<file path="config.mk">
export PLATFORM = sky130hd
export DESIGN_NAME = mseq_gen
export DESIGN_NICKNAME = d
export VERILOG_FILES = /design/src/rtl/mseq_pkg.sv /design/src/rtl/mseq_gen_mfun.sv /design/src/rtl/mseq_gen.sv
export SDC_FILE = /design/constraint.sdc
export NUM_CORES = 1
export LEC_CHECK = 0
export CELL_PAD_IN_SITES_DETAIL_PLACEMENT = 1
export CELL_PAD_IN_SITES_GLOBAL_PLACEMENT = 2
export CORE_UTILIZATION = 29
export DETAILED_ROUTE_END_ITERATION = 12
export DONT_BUFFER_PORTS = 1
export GPL_TIMING_DRIVEN = 0
export PLACE_DENSITY_LB_ADDON = 0.1
export SLEW_MARGIN = 20
export SYNTH_ARGS = -nofsm -noshare
export SYNTH_HDL_FRONTEND = slang
export SYNTH_SLANG_ARGS = --single-unit
</file>
<file path="constraint.sdc">
create_clock -name clk -period 1.5 [get_ports clk]
set_input_delay 0.225 -clock clk [delete_from_list [all_inputs] [get_ports clk]]
set_output_delay 0.225 -clock clk [all_outputs]
set_load 0.02 [all_outputs]
</file>
<file path="src/rtl/mseq_pkg.sv">
// ----------------------------------------------------------------------------
// mseq_pkg
// Shared constants and types for the mseq_gen LFSR burst generator.
//   MSEQ_W       : width of the shift register, seed and tap mask
//   mseq_state_e : burst controller states
// ----------------------------------------------------------------------------
package mseq_pkg;

    localparam int unsigned MSEQ_W = 5;

    typedef enum logic [1:0] {
        ST_IDLE = 2'd0,
        ST_RUN  = 2'd1,
        ST_DONE = 2'd2
    } mseq_state_e;

endpackage : mseq_pkg

</file>
<file path="src/rtl/mseq_gen_mfun.sv">
// ----------------------------------------------------------------------------
// mfun
// Combinational Fibonacci LFSR step.
//   fase     : current register state
//   type_f   : feedback tap mask (bit i set = state bit i joins the XOR)
//   o_sum_c  : feedback bit, which is also the bit emitted for this state
//   o_next_c : next state, feedback shifted in at the MSB
// ----------------------------------------------------------------------------
module mfun
    import mseq_pkg::*;
(
    input  logic [MSEQ_W-1:0] fase,
    input  logic [MSEQ_W-1:0] type_f,
    output logic              o_sum_c,
    output logic [MSEQ_W-1:0] o_next_c
);

    assign o_sum_c  = ^(fase & type_f);
    assign o_next_c = {o_sum_c, fase[MSEQ_W-1:1]};

endmodule : mfun

</file>
<file path="src/rtl/mseq_gen.sv">
// ----------------------------------------------------------------------------
// mseq_gen
// Emits bursts of LFSR sequence bits over a valid/ready handshake.
//   clk, rst_n      : clock, asynchronous active-low reset
//   load,seed,taps  : capture seed and tap mask while idle
//   start,len       : begin a burst of len bits while idle
//   abort           : drop the running burst (no done pulse)
//   bit_out         : current sequence bit (combinational from registers)
//   bit_valid       : bit_out valid; bit_ready accepts it
//   busy, done      : burst in progress / one-cycle completion pulse
//   period_wrap     : pulse after a step that lands back on the seed
//   err_zero        : sticky all-zero-state error
//   state_out       : current shift register contents
// ----------------------------------------------------------------------------
module mseq_gen
    import mseq_pkg::*;
#(
    parameter int unsigned LEN_W = 8
)
(
    input  logic              clk,
    input  logic              rst_n,
    input  logic              load,
    input  logic [MSEQ_W-1:0] seed,
    input  logic [MSEQ_W-1:0] taps,
    input  logic              start,
    input  logic [LEN_W-1:0]  len,
    input  logic              abort,
    output logic              bit_out,
    output logic              bit_valid,
    input  logic              bit_ready,
    output logic              busy,
    output logic              done,
    output logic              period_wrap,
    output logic              err_zero,
    output logic [MSEQ_W-1:0] state_out
);

    mseq_state_e       r_fsm;
    mseq_state_e       w_fsm_nxt;
    logic [MSEQ_W-1:0] r_state;
    logic [MSEQ_W-1:0] r_seed;
    logic [MSEQ_W-1:0] r_taps;
    logic [LEN_W-1:0]  r_cnt;
    logic              r_err_zero;
    logic              r_bit_valid;
    logic              r_busy;
    logic              r_done;
    logic              r_period_wrap;

    logic [MSEQ_W-1:0] w_state_nxt;
    logic [MSEQ_W-1:0] w_seed_nxt;
    logic [MSEQ_W-1:0] w_taps_nxt;
    logic [LEN_W-1:0]  w_cnt_nxt;
    logic              w_err_nxt;
    logic              w_wrap_nxt;
    logic              w_sum;
    logic [MSEQ_W-1:0] w_next;

    // LFSR step of the current state
    mfun u_mfun (
        .fase     (r_state),
        .type_f   (r_taps),
        .o_sum_c  (w_sum),
        .o_next_c (w_next)
    );

    // Next-state and datapath update
    always_comb begin
        w_fsm_nxt   = r_fsm;
        w_state_nxt = r_state;
        w_seed_nxt  = r_seed;
        w_taps_nxt  = r_taps;
        w_cnt_nxt   = r_cnt;
        w_err_nxt   = r_err_zero;
        w_wrap_nxt  = 1'b0;

        case (r_fsm)
            ST_IDLE: begin
                if (load) begin
                    w_state_nxt = seed;
                    w_seed_nxt  = seed;
                    w_taps_nxt  = taps;
                    w_err_nxt   = (seed == '0);
                end else if (start) begin
                    // A zero state would lock the LFSR; refuse the burst
                    if (r_state == '0) begin
                        w_err_nxt = 1'b1;
                    end else if (len == '0) begin
                        w_fsm_nxt = ST_DONE;
                    end else begin
                        w_cnt_nxt = len;
                        w_fsm_nxt = ST_RUN;
                    end
                end
            end
            ST_RUN: begin
                // Abort wins over a simultaneous handshake
                if (abort) begin
                    w_fsm_nxt = ST_IDLE;
                end else if (bit_ready) begin
                    w_state_nxt = w_next;
                    w_cnt_nxt   = r_cnt - LEN_W'(1);
                    w_wrap_nxt  = (w_next == r_seed);
                    if (r_cnt == LEN_W'(1)) begin
                        w_fsm_nxt = ST_DONE;
                    end
                end
            end
            ST_DONE: begin
                w_fsm_nxt = ST_IDLE;
            end
            default: begin
                w_fsm_nxt = ST_IDLE;
            end
        endcase
    end

    // State and registered outputs
    always_ff @(posedge clk or negedge rst_n) begin
        if (!rst_n) begin
            r_fsm         <= ST_IDLE;
            r_state       <= '0;
            r_seed        <= '0;
            r_taps        <= '0;
            r_cnt         <= '0;
            r_err_zero    <= 1'b0;
            r_bit_valid   <= 1'b0;
            r_busy        <= 1'b0;
            r_done        <= 1'b0;
            r_period_wrap <= 1'b0;
        end else begin
            r_fsm         <= w_fsm_nxt;
            r_state       <= w_state_nxt;
            r_seed        <= w_seed_nxt;
            r_taps        <= w_taps_nxt;
            r_cnt         <= w_cnt_nxt;
            r_err_zero    <= w_err_nxt;
            r_bit_valid   <= (w_fsm_nxt == ST_RUN);
            r_busy        <= (w_fsm_nxt == ST_RUN);
            r_done        <= (w_fsm_nxt == ST_DONE);
            r_period_wrap <= w_wrap_nxt;
        end
    end

    assign bit_out     = w_sum;
    assign bit_valid   = r_bit_valid;
    assign busy        = r_busy;
    assign done        = r_done;
    assign period_wrap = r_period_wrap;
    assign err_zero    = r_err_zero;
    assign state_out   = r_state;

endmodule : mseq_gen

</file>
Yosys cells after proc, flatten, opt, wreduce, memory -nomap -nowiden

Cells that the tools add are included.

Word-level logic and storage cells: 60
Flip-flop bits (word level): 29

Multiplexer cells: 25
Equality and inequality tests: 12
Add/subtract/negate cells: 1
Reduce and logical (&&, ||, !) cells: 12
Bitwise logic cells: 1

Operators with widths:

| operator              | count |
|---|---|
| $mux W8               | 6 |
| $pmux W8 S2           | 1 |
| $mux W5               | 3 |
| $mux W2               | 7 |
| $ne A2 B2 Y1 const B  | 7 |
| $logic_not A5 Y1      | 2 |
| $pmux W5 S2           | 1 |
| $eq A8 B1 Y1 const B  | 1 |
| $logic_not A8 Y1      | 1 |
| $sub A8 B1 Y8 const B | 1 |
| $reduce_and A7 Y1     | 1 |
| $mux W1               | 6 |
| $reduce_bool A2 Y1    | 3 |
| $and A5 B5 Y5         | 1 |
| $eq A5 B5 Y1          | 1 |
| $reduce_xor A5 Y1     | 1 |
| $eq A2 B1 Y1 const B  | 2 |
| $pmux W2 S2           | 1 |
| $reduce_and A4 Y1     | 1 |
| $reduce_and A3 Y1     | 1 |
| $eq A2 B2 Y1 const B  | 1 |
| $logic_not A2 Y1      | 1 |
| $reduce_and A2 Y1     | 1 |

Longest topological paths before layout

Gate-level depths: netlist (run 1).

Depth in word-level cells: 7
Gate-level depth with buffers: 6
Depth with buffers taken out: 6

Modules after synthesis

From an unflattened synthesis (run 1), not the netlist that was laid out.

Cells, all modules: 158
Area total of the unflattened synthesis: 1627.8 um^2

By module, submodules not included:

| module   | area an instance (um^2) | cells an instance | times used | sequential area each (um^2) |
|---|---|---|---|---|
| mseq_gen | 1531.5                  | 145               | 1          | 725.7 |
| mfun     | 96.3                    | 13                | 1          | 0.0 |

Worst setup path after synthesis (run 1)

No wires, ideal clock.

Path kind: register to register
From: register r_state[4], in the netlist state_out[4]
To: register r_period_wrap, in the netlist period_wrap
Period minus slack after synthesis: 1.714 ns
Stages on the path, launching flop included: 6
Arrival time: 1.595 ns
Slack: -0.214 ns
Path through: dfrtp_1 > nand2_1 > xnor3_2 > xnor2_2 > and2_4 > nor3_2

Cells in the longest elaborated chain, start to end: 6

Ends and longest elaborated chain:

| item                   | line                | text |
|---|---|---|
| start, declared        | mseq_gen.sv:41      | `logic [MSEQ_W-1:0] r_state;` |
| start signal, assigned | mseq_gen.sv:134     | `r_state <= w_state_nxt;` |
| $and A5 B5 Y5          | mseq_gen_mfun.sv:18 | `assign o_sum_c = ^(fase & type_f);` |
| $reduce_xor A5 Y1      | mseq_gen_mfun.sv:18 |  |
| net bit_out            | mseq_gen.sv:29      | `output logic bit_out,` |
| $eq A5 B5 Y1           | mseq_gen.sv:104     | `w_wrap_nxt = (w_next == r_seed);` |
| $mux W1                | mseq_gen.sv:101     | `end else if (bit_ready) begin` |
| $mux W1                | mseq_gen.sv:99      | `if (abort) begin` |
| $mux W1                | mseq_gen.sv:78      | `case (r_fsm)` |
| net w_wrap_nxt         | mseq_gen.sv:56      | `logic w_wrap_nxt;` |
| end signal, assigned   | mseq_gen.sv:142     | `r_period_wrap <= w_wrap_nxt;` |
| end, declared          | mseq_gen.sv:49      | `logic r_period_wrap;` |

The timed path passes the listed nets, and every way through them passes these cells.
A chain may end at the register's enable or synchronous reset.

Worst setup path after layout (run 1)

From: register r_state[3], in the netlist state_out[3]
To: output bit_out

Cells in the longest elaborated chain, start to end: 2

Ends and longest elaborated chain:

| item              | line |
|---|---|
| $and A5 B5 Y5     | mseq_gen_mfun.sv:18 |
| $reduce_xor A5 Y1 | mseq_gen_mfun.sv:18 |
| end, declared     | mseq_gen.sv:29 |

Every way passes these cells.

==> results of run 1 <==
==> cell families (layout without fill, tap and decap cells) <==
| family | count (synthesis) | after routing |
|---|---|---|
| xor gates and xnor gates | 7 | 7 |
| muxes | 14 | 14 |
| and+or+nand+nor | 56 | 56 |
| buffers and inverters | 10 | 37 |
| adders and majority gates | 2 | 2 |
| AOI/OAI and AO/OA | 40 | 40 |
| DFF | 29 | 29 |
==> power by group through the flow <==
stage          sequential (mW)  combinational, mW  clock, mW
2_1_floorplan             1.38               1.17          0
3_3_place_gp              1.47               1.39          0
3_5_place_dp              1.48               1.44          0
4_1_cts                   1.48               1.60      0.745
5_1_grt                   1.55               2.03      0.778
6_report                  1.50               1.87      0.722
==> layout make-up <==
cell class                 count  area (um2)
inverter                       3        11.3
sequential                    29         733
timing repair buffer          20         218
multi-input combinational    119         965
clock inverter                 1        5.00
clock buffer                   7        96.3
tap                           70        87.6
buffer                         6        63.8
fill                         562        3030
==> per-layer routing <==
metal  part of all wire (%)  routed length, um  track usage [%]
met3                    4.0                193             4.43
met5                      0                  0                0
met1                     41               1980             20.7
met2                     54               2640             29.8
met4                    1.3                 63             5.77
==> worst max-delay path, cell delays in order, from the launching register on <==
cell,delay (ns)
dfrtp_2,0.49
nand2_2,0.08
xnor3_2,0.47
xnor2_4,0.28
==> cells in the mapped netlist, types with 2 or more instances <==
| cell type | number | area [um2] |
|---|---|---|
| o32ai_1 | 2 | 17.5 |
| buf_6 | 2 | 22.5 |
| a32oi_1 | 2 | 17.5 |
| nor2_1 | 14 | 52.6 |
| o21ai_1 | 8 | 40.0 |
| nand3_1 | 3 | 15.0 |
| mux2_1 | 2 | 22.5 |
| mux2i_1 | 5 | 50.1 |
| mux2_2 | 7 | 78.8 |
| nand2_1 | 15 | 56.3 |
| dfrtp_1 | 29 | 726 |
| a21oi_1 | 10 | 50.1 |
| a32o_1 | 2 | 20.0 |
| xor2_1 | 2 | 17.5 |
| nor3_1 | 5 | 25.0 |
| nor4_1 | 4 | 25.0 |
| ha_1 | 2 | 25.0 |
| o21ai_0 | 11 | 55.1 |
| nand3_2 | 2 | 20.0 |
| buf_2 | 2 | 10.0 |
| xnor2_1 | 3 | 26.3 |
| inv_1 | 3 | 11.3 |
| buf_4 | 2 | 15.0 |
| a22oi_1 | 2 | 15.0 |
==> path summary, 6_finish.rpt <==
check / startpoint / endpoint / slack, ns / depth (start not counted)
max in group asynchronous: rst_n / r_fsm[1]$_DFF_PN0_ / 0.92 / 2
worst min-delay path: abort / done$_DFF_PN0_ / 0.05 / 1
worst min register to register: r_taps[1]$_DFFE_PN0P_ / r_taps[1]$_DFFE_PN0P_ / 0.51 / 1
min in group asynchronous: rst_n / r_cnt[5]$_DFFE_PN0P_ / 0.39 / 2
worst max-delay path: state_out[3]$_DFFE_PN0P_ / bit_out / -0.33 / 3
worst max register to register: state_out[3]$_DFFE_PN0P_ / state_out[4]$_DFFE_PN0P_ / -0.22 / 5
==> registers in the layout, summed over array words and instances (netlist names) <==
signal and cells:
busy 1, state_out 5, err_zero 1, r_seed 5, r_cnt 8, r_taps 5
r_fsm 2, period_wrap 1, done 1
==> what timing repair did <==
item / in CTS / in global routing
endpoints found under the hold margin: 29 / 0
pin swaps: 9 / 14
hold buffers: 2 / 0
gates resized for setup: 27 / 23
setup buffers: 7 / 9
gates cloned: 1 / 1
endpoints found under the setup margin: 29 / 23
==> stage by stage <==
step	instances	hold WS (ns)	setup TNS (ns)	power, mW	instance area [um2]
final	255	0.0528	-1.76	4.09	2180
after global placement	228	-0.0698	-4.08	2.86	1700
after floorplan	158	-0.0706	-0.121	2.55	1610
after detailed placement	228	-0.0696	-4.50	2.92	1700
after global routing	255	0.0404	-3.21	4.36	2180
after CTS	245	0.0466	-1.46	3.83	1980
==> out/results.tsv, run 1 <==
metric	value	unit
status	complete, but fails checks	
violations	setup timing	
initial_core_util	30.6	%
syn-num-nets	184	
ys_ff_latch	29	
place_congestion	0.772	
nets	210	
io_pins	35	
p_switching	1.71	mW
combPwrFrac	45.7	%
die_height	76.2	um
dpl_worst_slack	-0.255	ns
relSlewSlack	66.9	%
dr.pass1.iters	4	
fin_util	41.9	%
io_buffers	0	
vias	1341	
drive_gt1_share	41.6	%
pwr-share-clk	17.6	%
avgRoutedWirePerCell	19.1	um
diodes	0	
cts_sinks	29	
ys.flop_type	dfrtp_1	
final_hold_viol_count	0	
syn_avg_cell_area	10.1	um2
start_kind	register	
synth_area	0.00160	mm2
tightest_slew	0.492	ns
min-delay-path-class	in2reg	
power.leakage	0.908	nW
synthSimpleGateAreaFrac	19.4	%
cts_max_path_buffers	2	
max-vdd-ir-drop	0.989	mV
ant_nets	0	
end_kind	output port	
cts_buffers	5	
grt_use_total	17.2	%
drtIter0Drc	91	
synth_edf_count	0	
fmax	0.546	GHz
post-dp-hpwl	3390	um
synthCells	158	
drcViolationCount	0	
seq_area_frac_synth	45.5	%
finalCritPeriodShare	122	%
yosys_warnings	0	
clock_latency	0.28	ns
setup_ws	-0.332	ns
rsz0062_at_grt	true	
grt_max_degree	30	
finalCriticalPeriod	1.83	ns
synth_xor_area_share	5.25	%
synth_adder_area_share	1.57	%
switching_share	41.8	%
muxShareOfSynthArea	9.49	%
design.core.area	0.00520	mm2
root_buffer	clkbuf_8	
clock_skew	0.00180	ns
crit_type	reg2out	
final_cell_mix	dfrtp_1 (23), nand2_1 (14), buf_4 (13), nor2_1 (13), a21oi_1 (9)	
grt_pass1_wl	7670	um
synth_cell_type_count	43	
cellPowerDensity	1880	mW/mm2
drv_cap	0	
grt_pass1_vias	1436	
area_growth	36.6	%
drv_slew	0	
dieArea	0.00580	mm2
grt.overflow.total	0	
cp.arrival	1.61	ns
die_w	76.2	um
antenna_found_initial	0	
wl	4870	um
setup_viol	15	
clk_pin_slew_worst_paths	0.07	ns
synth_top_family_by_area	simple AND/OR/NAND/NOR gates	
num_rows	26	
path_max_fanout	6	
final_common_cell	dfrtp_1	
via_per_inst	5.26	
p_seq_share	36.6	%
cts_tree	yes	
synthArstFlopShare	100	%
htreeDepth	2	
p_int	2.38	mW
synth-compound-area-share	14.9	%
required	1.27	ns
(Power assumes the default switching activity.)
==> inputs of run 2 (changes only) <==
- SLEW_MARGIN: 20 -> unset
==> results of run 2 <==
Final layout, timing and power as in run 1 (identical DEF).
